--- src/rtl/keypad_uart_tx.sv ---
`default_nettype none
// ============================================================================
// Module   : keypad_uart_tx
// Purpose  : Accepts a keypad key byte with a one-cycle ack and sends it as
//            an 8N1 UART frame, LSB first.
// Revision : 1.0 - initial release
// ============================================================================
module keypad_uart_tx #(
    parameter int CLKS_PER_BIT = 434,
    parameter int CNT_W        = 16
) (
    input  logic       clk,
    input  logic       rst_n,
    input  logic       i_tx_key_send,
    input  logic [7:0] i_key,
    output logic       o_tx_keypad_proc,
    output logic       o_tx,
    output logic       o_busy,
    output logic       o_tx_done
);

    typedef enum logic [1:0] {
        S_IDLE  = 2'd0,
        S_START = 2'd1,
        S_DATA  = 2'd2,
        S_STOP  = 2'd3
    } state_t;

    localparam logic [CNT_W-1:0] c_last_cnt = CNT_W'(CLKS_PER_BIT - 1);

    state_t           r_state;
    logic [CNT_W-1:0] r_cnt;
    logic [2:0]       r_idx;
    logic [7:0]       r_shift;
    logic             w_bit_end;

    assign w_bit_end = (r_cnt == c_last_cnt);

    always_ff @(posedge clk or negedge rst_n) begin
        if (!rst_n) begin
            r_state          <= S_IDLE;
            r_cnt            <= '0;
            r_idx            <= '0;
            r_shift          <= '0;
            o_tx             <= 1'b1;
            o_busy           <= 1'b0;
            o_tx_keypad_proc <= 1'b0;
            o_tx_done        <= 1'b0;
        end else begin
            o_tx_keypad_proc <= 1'b0;
            o_tx_done        <= 1'b0;
            case (r_state)
                S_IDLE: begin
                    if (i_tx_key_send) begin
                        r_shift          <= i_key;
                        r_cnt            <= '0;
                        r_idx            <= '0;
                        o_tx             <= 1'b0;
                        o_busy           <= 1'b1;
                        o_tx_keypad_proc <= 1'b1;
                        r_state          <= S_START;
                    end
                end
                S_START: begin
                    if (w_bit_end) begin
                        r_cnt   <= '0;
                        r_idx   <= '0;
                        o_tx    <= r_shift[0];
                        r_state <= S_DATA;
                    end else begin
                        r_cnt <= r_cnt + CNT_W'(1);
                    end
                end
                S_DATA: begin
                    if (w_bit_end) begin
                        r_cnt <= '0;
                        if (r_idx == 3'd7) begin
                            o_tx    <= 1'b1;
                            r_state <= S_STOP;
                        end else begin
                            // r_shift[0] is the bit on the line; [1] is next
                            r_idx   <= r_idx + 3'd1;
                            o_tx    <= r_shift[1];
                            r_shift <= {1'b0, r_shift[7:1]};
                        end
                    end else begin
                        r_cnt <= r_cnt + CNT_W'(1);
                    end
                end
                S_STOP: begin
                    if (w_bit_end) begin
                        r_cnt     <= '0;
                        o_busy    <= 1'b0;
                        o_tx_done <= 1'b1;
                        r_state   <= S_IDLE;
                    end else begin
                        r_cnt <= r_cnt + CNT_W'(1);
                    end
                end
                default: begin
                    r_state <= S_IDLE;
                    o_tx    <= 1'b1;
                    o_busy  <= 1'b0;
                end
            endcase
        end
    end

endmodule
`default_nettype wire

--- config.mk ---
export PLATFORM = sky130hd
export DESIGN_NAME = keypad_uart_tx
export DESIGN_NICKNAME = d
export VERILOG_FILES = /design/src/rtl/keypad_uart_tx.sv
export SDC_FILE = /design/constraint.sdc
export NUM_CORES = 1
export LEC_CHECK = 0
export BUFFER_PORTS_ARGS = -buffer_cell sky130_fd_sc_hd__buf_4
export CORE_MARGIN = 1
export CORE_UTILIZATION = 35
export CTS_BUF_LIST = sky130_fd_sc_hd__clkbuf_2
export DETAILED_ROUTE_END_ITERATION = 7
export PLACE_DENSITY = 0.48
export SKIP_CTS_REPAIR_TIMING = 1
export SYNTH_ARGS = -nofsm -noshare
export SYNTH_HDL_FRONTEND = slang
export SYNTH_SLANG_ARGS = --single-unit
--- constraint.sdc ---
create_clock -name clk -period 2.1 [get_ports clk]
set_input_delay 0.63 -clock clk [delete_from_list [all_inputs] [get_ports clk]]
set_output_delay 0.63 -clock clk [all_outputs]
set_load 0.05 [all_outputs]
### Yosys cells after proc, flatten, opt, wreduce, memory -nomap -nowiden

Index checks and enable logic that the tools add are counted.

| cells by class | value |
|---|---|
| $lt $le $gt $ge | 0 |
| add/subtract/negate cells | 2 |
| reduce and logical (&&, ||, !) cells | 10 |
| muxes and demuxes | 30 |
| multiply operators | 0 |
| equality and inequality tests | 11 |
| bitwise gates (word level) | 0 |
| divide/modulo/power cells | 0 |
| shifts and indexed selects | 0 |

Operators by type and width:

| kind | number |
|---|---|
| $mux 16 | 2 |
| $pmux 16 s2 | 1 |
| $mux 8 | 3 |
| $add 16x1->16 const B | 1 |
| $eq 16x9->1 const B | 1 |
| $pmux 8 s2 | 1 |
| $mux 3 | 4 |
| $ne 2x2->1 const B | 6 |
| $mux 1 | 10 |
| $mux 2 | 5 |
| $reduce_and 5->1 | 2 |
| $pmux 3 s3 | 1 |
| $pmux 2 s4 | 1 |
| $reduce_and 4->1 | 2 |
| $eq 2x2->1 const B | 2 |
| $reduce_bool 2->1 | 2 |
| $add 3x1->3 const B | 1 |
| $eq 3x3->1 const B | 1 |
| $pmux 1 s3 | 1 |
| $reduce_and 3->1 | 1 |
| $reduce_bool 3->1 | 1 |
| $reduce_or 3->1 | 1 |
| $eq 2x1->1 const B | 1 |
| $logic_not 2->1 | 1 |
| $pmux 1 s2 | 1 |

| word-level totals | value |
|---|---|
| input port bits | 11 |
| output and inout port bits | 4 |
| bits in writable memories | 0 |
| register bits | 33 |
| word-level logic and storage cells | 61 |
| memories | 0 |
| memory bits (read-only) | 0 |
| bits in latches | 0 |

### Depth between registers and ports, before layout

Gate-level depths: netlist of the first run.

| depth | value |
|---|---|
| depth in word-level cells | 4 |
| gate-level depth with buffers | 8 |

### Worst setup path after synthesis of the first run

OpenSTA, ideal clock, no wires.

| path | value |
|---|---|
| kind | register -> register |
| start point | register r_idx[0] |
| end point | register r_shift[6] |
| stages on the path, launching flop included | 7 |
| data arrival time | 1.784 ns |
| buffers on the path | 0 |
| path slack | 0.187 ns |
| period minus slack after synthesis | 1.913 ns |
| path through | dfrtp_1 > ha_1 > ha_1 > or2b_2 > nor2_1 > nor4b_1 > nor3_1 |

| on the way | value |
|---|---|
| word-level cells in the longest chain between the ends | 3 |

RTL lines:

| element | line | text |
|---|---|---|
| from (decl) | 33 | `logic [2:0] r_idx;` |
| from (signal assigned) | 82 | `r_idx <= r_idx + 3'd1;` |
| $eq 3x3->1 | 77 | `if (r_idx == 3'd7) begin` |
| $ne 2x2->1 (no line) | n/a |  |
| $reduce_and 4->1 (no line) | n/a |  |
| to (signal assigned) | 55 | `r_shift <= i_key;` |
| to (signal assigned) | 84 | `r_shift <= {1'b0, r_shift[7:1]};` |
| to (decl) | 34 | `logic [7:0] r_shift;` |

Every way passes these cells.
A chain may end at the register's enable or synchronous reset.

### Worst setup path in the final report of the first run

| path | value |
|---|---|
| start point | register r_idx[0] |
| end point | register r_shift[0] |

Same word-level chain as after synthesis.

==> flow_metrics.tcl, run 1 <==
set metrics [dict create \
    worstPathArrival_ns 2.19 \
    final_cells 298 \
    p_leak_nw 0.983 \
    dp_cells 289 \
    cap_viol_max_count 0 \
    outcome "complete, no violations" \
    ys_top_cells_by_area "dfrtp_1 (39%), ha_1 (5.4%), nor2_1 (4.5%)" \
    grt_pass1_vias 1660 \
    initial_core_util_pct 36.9 \
    worst_pin_slew_ns 0.428 \
    antenna_found_initial 0 \
    num-fill-cells 591 \
    crit_required_ns 2.39 \
    nets 245 \
    worst_slack_ns 0.192 \
    synth_top_cell_by_area "dfrtp_1" \
    antenna_cells 0 \
    grt_pass1_wl_microns 7990 \
    synthTopCellsByCount "dfrtp_1 (32), nor2_1 (25), nand2_1 (12), inv_1 (11), nand3_1 (10)" \
    final_antenna_net_count 0 \
    die_area_sq_um 6220 \
    ys.flop_type "dfrtp_1" \
    dieWidth_microns 78.9 \
    core_sq_um 5610 \
    drive_gt1_share_pct 23.0 \
    slew_viol_final 0 \
    finalSetupTns_ns 0 \
    worst_setup_path_end_kind "register" \
    post-dp-hpwl_microns 3450 \
    cts_made_buffers 5 \
    fin_crit_ns 1.91 \
    synth_top_area_share_pct 38.7 \
    synth_edf_count 0 \
    clk_path_buf_depth 2 \
    worst_hold_slack_ns 0.165 \
    cts_tree "yes" \
    seq_area_sq_um 827 \
    yosys_warnings 0 \
    drc 0 \
    netlist_instances 206 \
    max-slew-margin-rel_pct 71.5 \
    grt_max_degree 34 \
    synth_seq_cells 33 \
    final_hold_viol_count 0 \
    clk_latency_ns 0.37 \
    syn_area_per_cell_sq_um 10.0 \
    power_density_nw_per_um2 477 \
    area_growth_pct 11.3 \
    multi_input_area_sq_um 1110 \
    finClkSkew_ns 0.00505 \
    clkTransAtPathRegs_ns 0.18 \
    gp_congestion 0.781 \
    std_cell_rows 27 \
    vias 1645 \
    wire_per_inst_microns 16.0 \
    dr.pass1.iters 4 \
    io_buffers 14 \
    cp_max_fo 8 \
    path_class "reg -> reg" \
    grtUsageTotal_pct 16.6 \
    routed_via_density 5.52 \
    drtIter0Drc 100 \
    num_io_pins 15 \
    synth-async-reset-ratio_pct 100 \
    syn_nets 226 \
    hp-class "in -> async" \
    wl_microns 4760 \
    fmax_mhz 524 \
    h-tree-depth 2 \
    place_ws_ns 0.0861 \
    cp-start-kind "register" \
    peakVddDrop_mv 0.351 \
    overflow 0 \
    die_h_microns 78.9 \
    ys_types 50 \
    synth.most_common_cell "dfrtp_1" \
    seq_area_frac_synth_pct 40.0 \
    clockRootBuffer "clkbuf_2" \
    clock-sinks 33 \
    syn_area_sq_um 2070 \
    setup_viol 0 \
    rsz0062_at_grt "false" \
    period_share_pct 90.8 \
]
## worst max-delay path: stages, from the launching register on
cell,delay (ns)
dfrtp_1,0.46
ha_1,0.24
ha_2,0.23
or2b_4,0.29
nor2_1,0.10
buf_4,0.16
a221oi_1,0.08
a211oi_1,0.27
## cell families (layout without fill, tap and decap cells)
family	Yosys count	in the layout	synth area share, %
xor gates and xnor gates	5	5	2.12
and+or+nand+nor	90	90	26.9
buffers and inverters	21	41	6.90
DFF	33	33	40.0
muxes	3	3	1.94
adders and majority gates	9	9	5.45
AOI/OAI and AO/OA	45	45	16.6
## per-layer routing
metal / part of all wire, % / wire length, microns / track usage, %
met2: 50 / 2380 / 28.4
met3: 2.7 / 129 / 3.45
met1: 46 / 2210 / 21.0
met4: 0.88 / 42 / 4.73
met5: 0 / 0 / 0
## per-stage QoR
step           area [sq um]  utilization [%]  power [mW]
3_5_place_dp           2210             39.5       0.676
4_1_cts                2280             40.6        1.11
3_3_place_gp           2210             39.5       0.675
6_report               2300             41.0        1.10
2_1_floorplan          2070                -       0.648
5_1_grt                2300             41.0        1.14
## worst paths after layout
path	from	endpoint	slack (ns)	depth (start not counted)
max	r_idx[0]	r_shift[0]	0.19	7
min	rst_n	r_cnt[5]	0.16	1
max reg2reg	r_idx[0]	r_shift[0]	0.19	7
min reg2reg	r_cnt[7]	r_cnt[7]	0.53	1
max in group asynchronous	rst_n	o_tx	1.60	1
min in group clk	i_key[7]	r_shift[7]	0.50	3
## power breakdown
| part | internal (mW) | switching [mW] |
|---|---|---|
| Sequential | 0.636 | 0 |
| Clock | 0.203 | 0.230 |
| Combinational | 0.0121 | 0.0153 |
## area by class of cell
type / count / area share [%]
timing repair buffer: 22 / 7.18
clock inverter: 2 / 1.47
tap: 72 / 3.92
clock buffer: 6 / 1.31
inverter: 11 / 1.80
sequential: 33 / 36.0
multi-input combinational: 152 / 48.4
## flip-flops by register name, indices dropped and copies added (netlist names)
| register | cells |
|---|---|
| o_busy | 1 |
| o_tx | 1 |
| o_tx_done | 1 |
| o_tx_keypad_proc | 1 |
| r_cnt | 16 |
| r_idx | 3 |
| r_shift | 8 |
| r_state | 2 |
## layout by cell type, fill, tap and decap left out, types with 4 or more instances in the layout
cell type   n
a221oi_1    7
dfrtp_1    32
nor2_1     25
buf_4      22
nor2b_1     4
ha_1        7
a21oi_1     5
inv_1      11
nand4_1     7
nand3_1    10
o21ai_0     8
a211oi_1    5
xor2_1      4
nand2_1    12
clkbuf_2    6
nor3_1      6
No activity file was read; power rests on OpenSTA's default activity.
==> inputs of run 2 (changes only) <==
- CORE_ASPECT_RATIO: not set -> 0.5
==> run 2 against run 1 <==
Effect of this change: register-to-register slack about the same; power fell by 11%; combinational power barely moved; critical path type unchanged; die area grew 0.30%; design area down 1.4%; worst setup slack better by 0.0033 ns; fmax is 0.17% higher.
==> flow_metrics.tcl, run 2 (synthesis results as in run 1) <==
set metrics [dict create \
    clk_latency_ns 0.38 \
    routed_via_density 5.38 \
    wire_per_inst_microns 15.1 \
    seqPwrFrac_pct 65.0 \
    std_cell_rows 19 \
    clkTransAtPathRegs_ns 0.19 \
    netSwitchingPower_mw 0.241 \
    grtUsageTotal_pct 16.1 \
    clockRootBuffer "clkbuf_2" \
    max_stage_delay_ns 0.46 \
    peakVddDrop_mv 0.161 \
    drtIter0Drc 80 \
    grt_max_degree 34 \
    post-dp-hpwl_microns 3250 \
    finClkSkew_ns 0.0229 \
    period_share_pct 90.7 \
    power_density_nw_per_um2 432 \
    final_antenna_net_count 0 \
    initial_core_util_pct 37.0 \
    cp_max_fo 8 \
    worstPathArrival_ns 2.20 \
    largestRegisters "r_cnt: 16 flops, r_shift: 8 flops, r_idx: 3 flops" \
    antenna_found_initial 0 \
    crit_required_ns 2.39 \
    io_buffers 14 \
    slew_viol_final 0 \
    cts_made_buffers 5 \
    hp-class "in -> async" \
    max-slew-margin-rel_pct 70.5 \
    outcome "complete, no violations" \
    crit_path_top_delay_cell "dfrtp_1" \
    worst_pin_slew_ns 0.443 \
    clk_path_buf_depth 2 \
    nets 245 \
    cp-start-kind "register" \
    p_leak_nw 0.976 \
    clkPwrFrac_pct 32.2 \
    dr.pass1.iters 4 \
    overflow 0 \
    die_h_microns 56.3 \
    clock-sinks 33 \
    cellInternalPower_mw 0.737 \
    num_io_pins 15 \
    cts_tree "yes" \
    critPathBufInv 2 \
    setup_viol 0 \
    wl_microns 4510 \
    final_util_pct 40.6 \
    swShare_pct 24.6 \
    gp_congestion 0.740 \
    drive_gt1_share_pct 21.7 \
    path_delay_family "simple AND/OR/NAND/NOR gates" \
    finalSetupTns_ns 0 \
    core_sq_um 5590 \
    cap_viol_max_count 0 \
    largest_register "r_cnt" \
    vias 1608 \
    h-tree-depth 2 \
    grt_pass1_vias 1540 \
    fin_crit_ns 1.90 \
    drc 0 \
    worst_setup_path_end_kind "register" \
    layout_common_cells "dfrtp_1 (32), nor2_1 (25), buf_4 (22)" \
    path_cells "inv_1 > ha_1 > and4bb_1 > and4_1 > buf_4 > a221oi_1 > a211oi_1" \
    layout_commonest_cell "dfrtp_1" \
    rsz0062_at_grt "false" \
    pwr-share-comb_pct 2.8 \
    area_growth_pct 9.69 \
    largest_reg_flops 16 \
    antenna_cells 0 \
    fmax_mhz 525 \
    die_area_sq_um 6240 \
    dieWidth_microns 111 \
    grt_pass1_wl_microns 7870 \
    path_class "reg -> reg" \
    final_hold_viol_count 0 \
]
==> run 2: metal layers <==
metal	vias to the layer above	share of wire [%]	GRT usage (%)
li1	796	-	-
met1	779	52	23.0
met2	26	43	23.1
met3	7	3.8	4.86
met4	0	1.1	5.14
met5	-	0	0
==> run 2: area by class of cell <==
type | instances | area, sq um
clock buffer | 7 | 35.0
clock inverter | 1 | 3.75
fill | 547 | 3320
inverter | 11 | 41.3
multi-input combinational | 152 | 1100
sequential | 33 | 827
tap | 73 | 91.3
timing repair buffer | 22 | 165
==> run 2: path summary, 6_finish.rpt <==
check	start	end	slack, ns	cells past startpoint
max	r_cnt[1]	r_shift[0]	0.20	7
min	rst_n	r_shift[3]	0.16	1
max reg2reg	r_cnt[1]	r_shift[0]	0.20	7
min reg2reg	r_cnt[7]	r_cnt[7]	0.53	1
max in group asynchronous	rst_n	o_tx	1.60	1
min in group clk	i_key[7]	r_shift[7]	0.49	3
==> run 2: worst register-to-register path, cell delays in order, from the launching register on <==
cell	delay, ns
dfrtp_1	0.46
inv_1	0.07
ha_1	0.14
and4bb_1	0.21
and4_1	0.45
buf_4	0.23
a221oi_1	0.08
a211oi_1	0.20
==> run 2: power groups by stage <==
stage                     clock network, mW  logic (mW)  registers, mW
final                                 0.315      0.0274          0.636
after global placement                    0      0.0285          0.647
after CTS                             0.335      0.0290          0.636
after detailed placement                  0      0.0291          0.647
after floorplan                           0    0.000694          0.648
after global routing                  0.372      0.0319          0.637
==> run 2: through the flow <==
step / area [sq um] / instances / total power [mW] / setup WS [ns] / hold slack, ns
after CTS: 2260 / 299 / 1.00 / 0.158 / 0.155
after global placement: 2220 / 291 / 0.676 / 0.254 / 0.507
final: 2270 / 299 / 0.979 / 0.196 / 0.160
after global routing: 2270 / 299 / 1.04 / 0.0263 / 0.138
after detailed placement: 2220 / 291 / 0.677 / 0.188 / 0.504
after floorplan: 2070 / 206 / 0.648 / 0.187 / 0.334
==> inputs of run 3 (changes only) <==
- clock period: 2.1 -> 1.85 ns (I/O delays scaled with it)
==> run 3 against run 2 <==
Effect of this change: flip-flop and latch count stayed put; first-iteration DRC count is 29% lower; sequential share of layout area is 2.3 points lower; register-to-register slack worse by 0.13 ns; count of clock-buffer cells in the layout is 1 lower; non-clock buffer count is 17 higher; worst hold slack worse by 0.079 ns; worst setup slack worse by 0.13 ns; utilization is 2.8 points higher.
==> flow_metrics.tcl, run 3 (synthesis results as in run 1) <==
set metrics [dict create \
    setup_viol 0 \
    core_sq_um 5590 \
    initial_core_util_pct 37.0 \
    max_stage_delay_ns 0.43 \
    clkTransAtPathRegs_ns 0.18 \
    worstRegToRegCells 6 \
    nets 262 \
    routed_via_density 5.22 \
    power_mw 1.09 \
    path_class "reg -> reg" \
    critPathBufInv 1 \
    power_density_nw_per_um2 451 \
    worst_pin_slew_ns 0.439 \
    drc 0 \
    cts_made_buffers 5 \
    clock-sinks 33 \
    vias 1644 \
    worst_setup_path_end_kind "register" \
    wl_microns 4650 \
    clockRootBuffer "clkbuf_2" \
    outcome "complete, no violations" \
    p_leak_nw 1.06 \
    largest_register "r_cnt" \
    grtUsageTotal_pct 16.2 \
    dr.pass1.iters 4 \
    dieWidth_microns 111 \
    path_delay_family "flip-flops" \
    io_buffers 14 \
    drive_gt1_share_pct 28.1 \
    worstPathArrival_ns 2.06 \
    area_growth_pct 17.2 \
    r2r_slack_ns 0.07 \
    layout_common_cells "buf_4 (37), dfrtp_1 (32), nor2_1 (24)" \
    finalSetupTns_ns 0 \
    crit_path_top_delay_cell "dfrtp_1" \
    period_share_pct 96.3 \
    antenna_cells 0 \
    cts_tree "yes" \
    path_cells "ha_1 > and4bb_1 > and4_4 > buf_12 > o211ai_4 > mux2_4" \
    antenna_found_initial 0 \
    final_antenna_net_count 0 \
    layout_commonest_cell "buf_4" \
    std_cell_rows 19 \
    finClkSkew_ns 0.0194 \
    num_io_pins 15 \
    cap_viol_max_count 0 \
    hp-class "in -> async" \
    max-slew-margin-rel_pct 70.7 \
    gp_congestion 0.783 \
    largest_reg_flops 16 \
    wire_per_inst_microns 14.8 \
    post-dp-hpwl_microns 3340 \
    cp-start-kind "register" \
    slew_viol_final 0 \
    h-tree-depth 2 \
    die_h_microns 56.3 \
    drtIter0Drc 57 \
    die_area_sq_um 6240 \
    rsz0062_at_grt "false" \
    grt_pass1_wl_microns 7850 \
    crit_required_ns 2.13 \
    clk_path_buf_depth 2 \
    overflow 0 \
    largestRegisters "r_cnt: 16 flops, r_shift: 8 flops, r_idx: 3 flops" \
    r2r_start "r_cnt[0]" \
    num-fill-cells 534 \
    peakVddDrop_mv 0.261 \
    clk_latency_ns 0.39 \
    fin_crit_ns 1.78 \
    r2r_end "r_state[1]" \
    cp_max_fo 14 \
    grt_max_degree 34 \
    grt_pass1_vias 1607 \
    final_hold_viol_count 0 \
    fmax_mhz 561 \
]
run 3: worst max path at each step:
stage	slack [ns]	startpoint	cells after the start	endpoint
2_1_floorplan	0.03	r_idx[0]	6	r_shift[6]
3_3_place_gp	0.07	r_idx[0]	7	r_shift[4]
3_5_place_dp	0.04	r_idx[1]	7	r_shift[4]
4_1_cts	0.02	r_cnt[0]	6	r_state[1]
5_1_grt	0.005	r_state[1]	6	o_tx
6_report	0.07	r_cnt[0]	6	r_state[1]
run 3: where the power goes:
group / internal, mW / leakage, nW / switching, mW / total (mW)
Clock: 0.0881 / 0.0265 / 0.251 / 0.339
Combinational: 0.0140 / 0.619 / 0.0179 / 0.0319
Sequential: 0.722 / 0.412 / 0 / 0.722
run 3: layer usage:
layer / up-vias / routed length, microns / global-route usage, %
li1: 826 / - / -
met1: 794 / 2420 / 22.3
met2: 17 / 2010 / 24.4
met3: 7 / 175 / 5.51
met4: 0 / 42 / 4.00
met5: - / 0 / 0
run 3: worst register-to-register path: stages (launching register included):
cell	delay, ns
dfrtp_1	0.43
ha_1	0.21
and4bb_1	0.20
and4_4	0.20
buf_12	0.14
o211ai_4	0.18
mux2_4	0.31
run 3: per-stage QoR:
stage | setup slack, ns | instances | hold slack [ns] | utilization, % | cell area (sq um)
floorplan | 0.0344 | 206 | 0.259 | - | 2070
global placement | 0.0742 | 305 | 0.498 | 41.9 | 2340
detailed placement | 0.0369 | 305 | 0.504 | 41.9 | 2340
CTS | 0.0211 | 312 | 0.0738 | 42.5 | 2380
global route | 0.00462 | 315 | 0.0764 | 43.4 | 2420
finish | 0.0685 | 315 | 0.0811 | 43.4 | 2420
run 3: layout make-up:
class / count / area, sq um / area share [%]
flip-flops and latches: 33 / 827 / 34.1
inverters: 11 / 41.3 / 1.70
clock inverters: 1 / 3.75 / 0.155
clock buffers: 6 / 30.0 / 1.24
multi-input cells: 152 / 1120 / 46.2
repair buffers: 39 / 309 / 12.8
well taps: 73 / 91.3 / 3.77
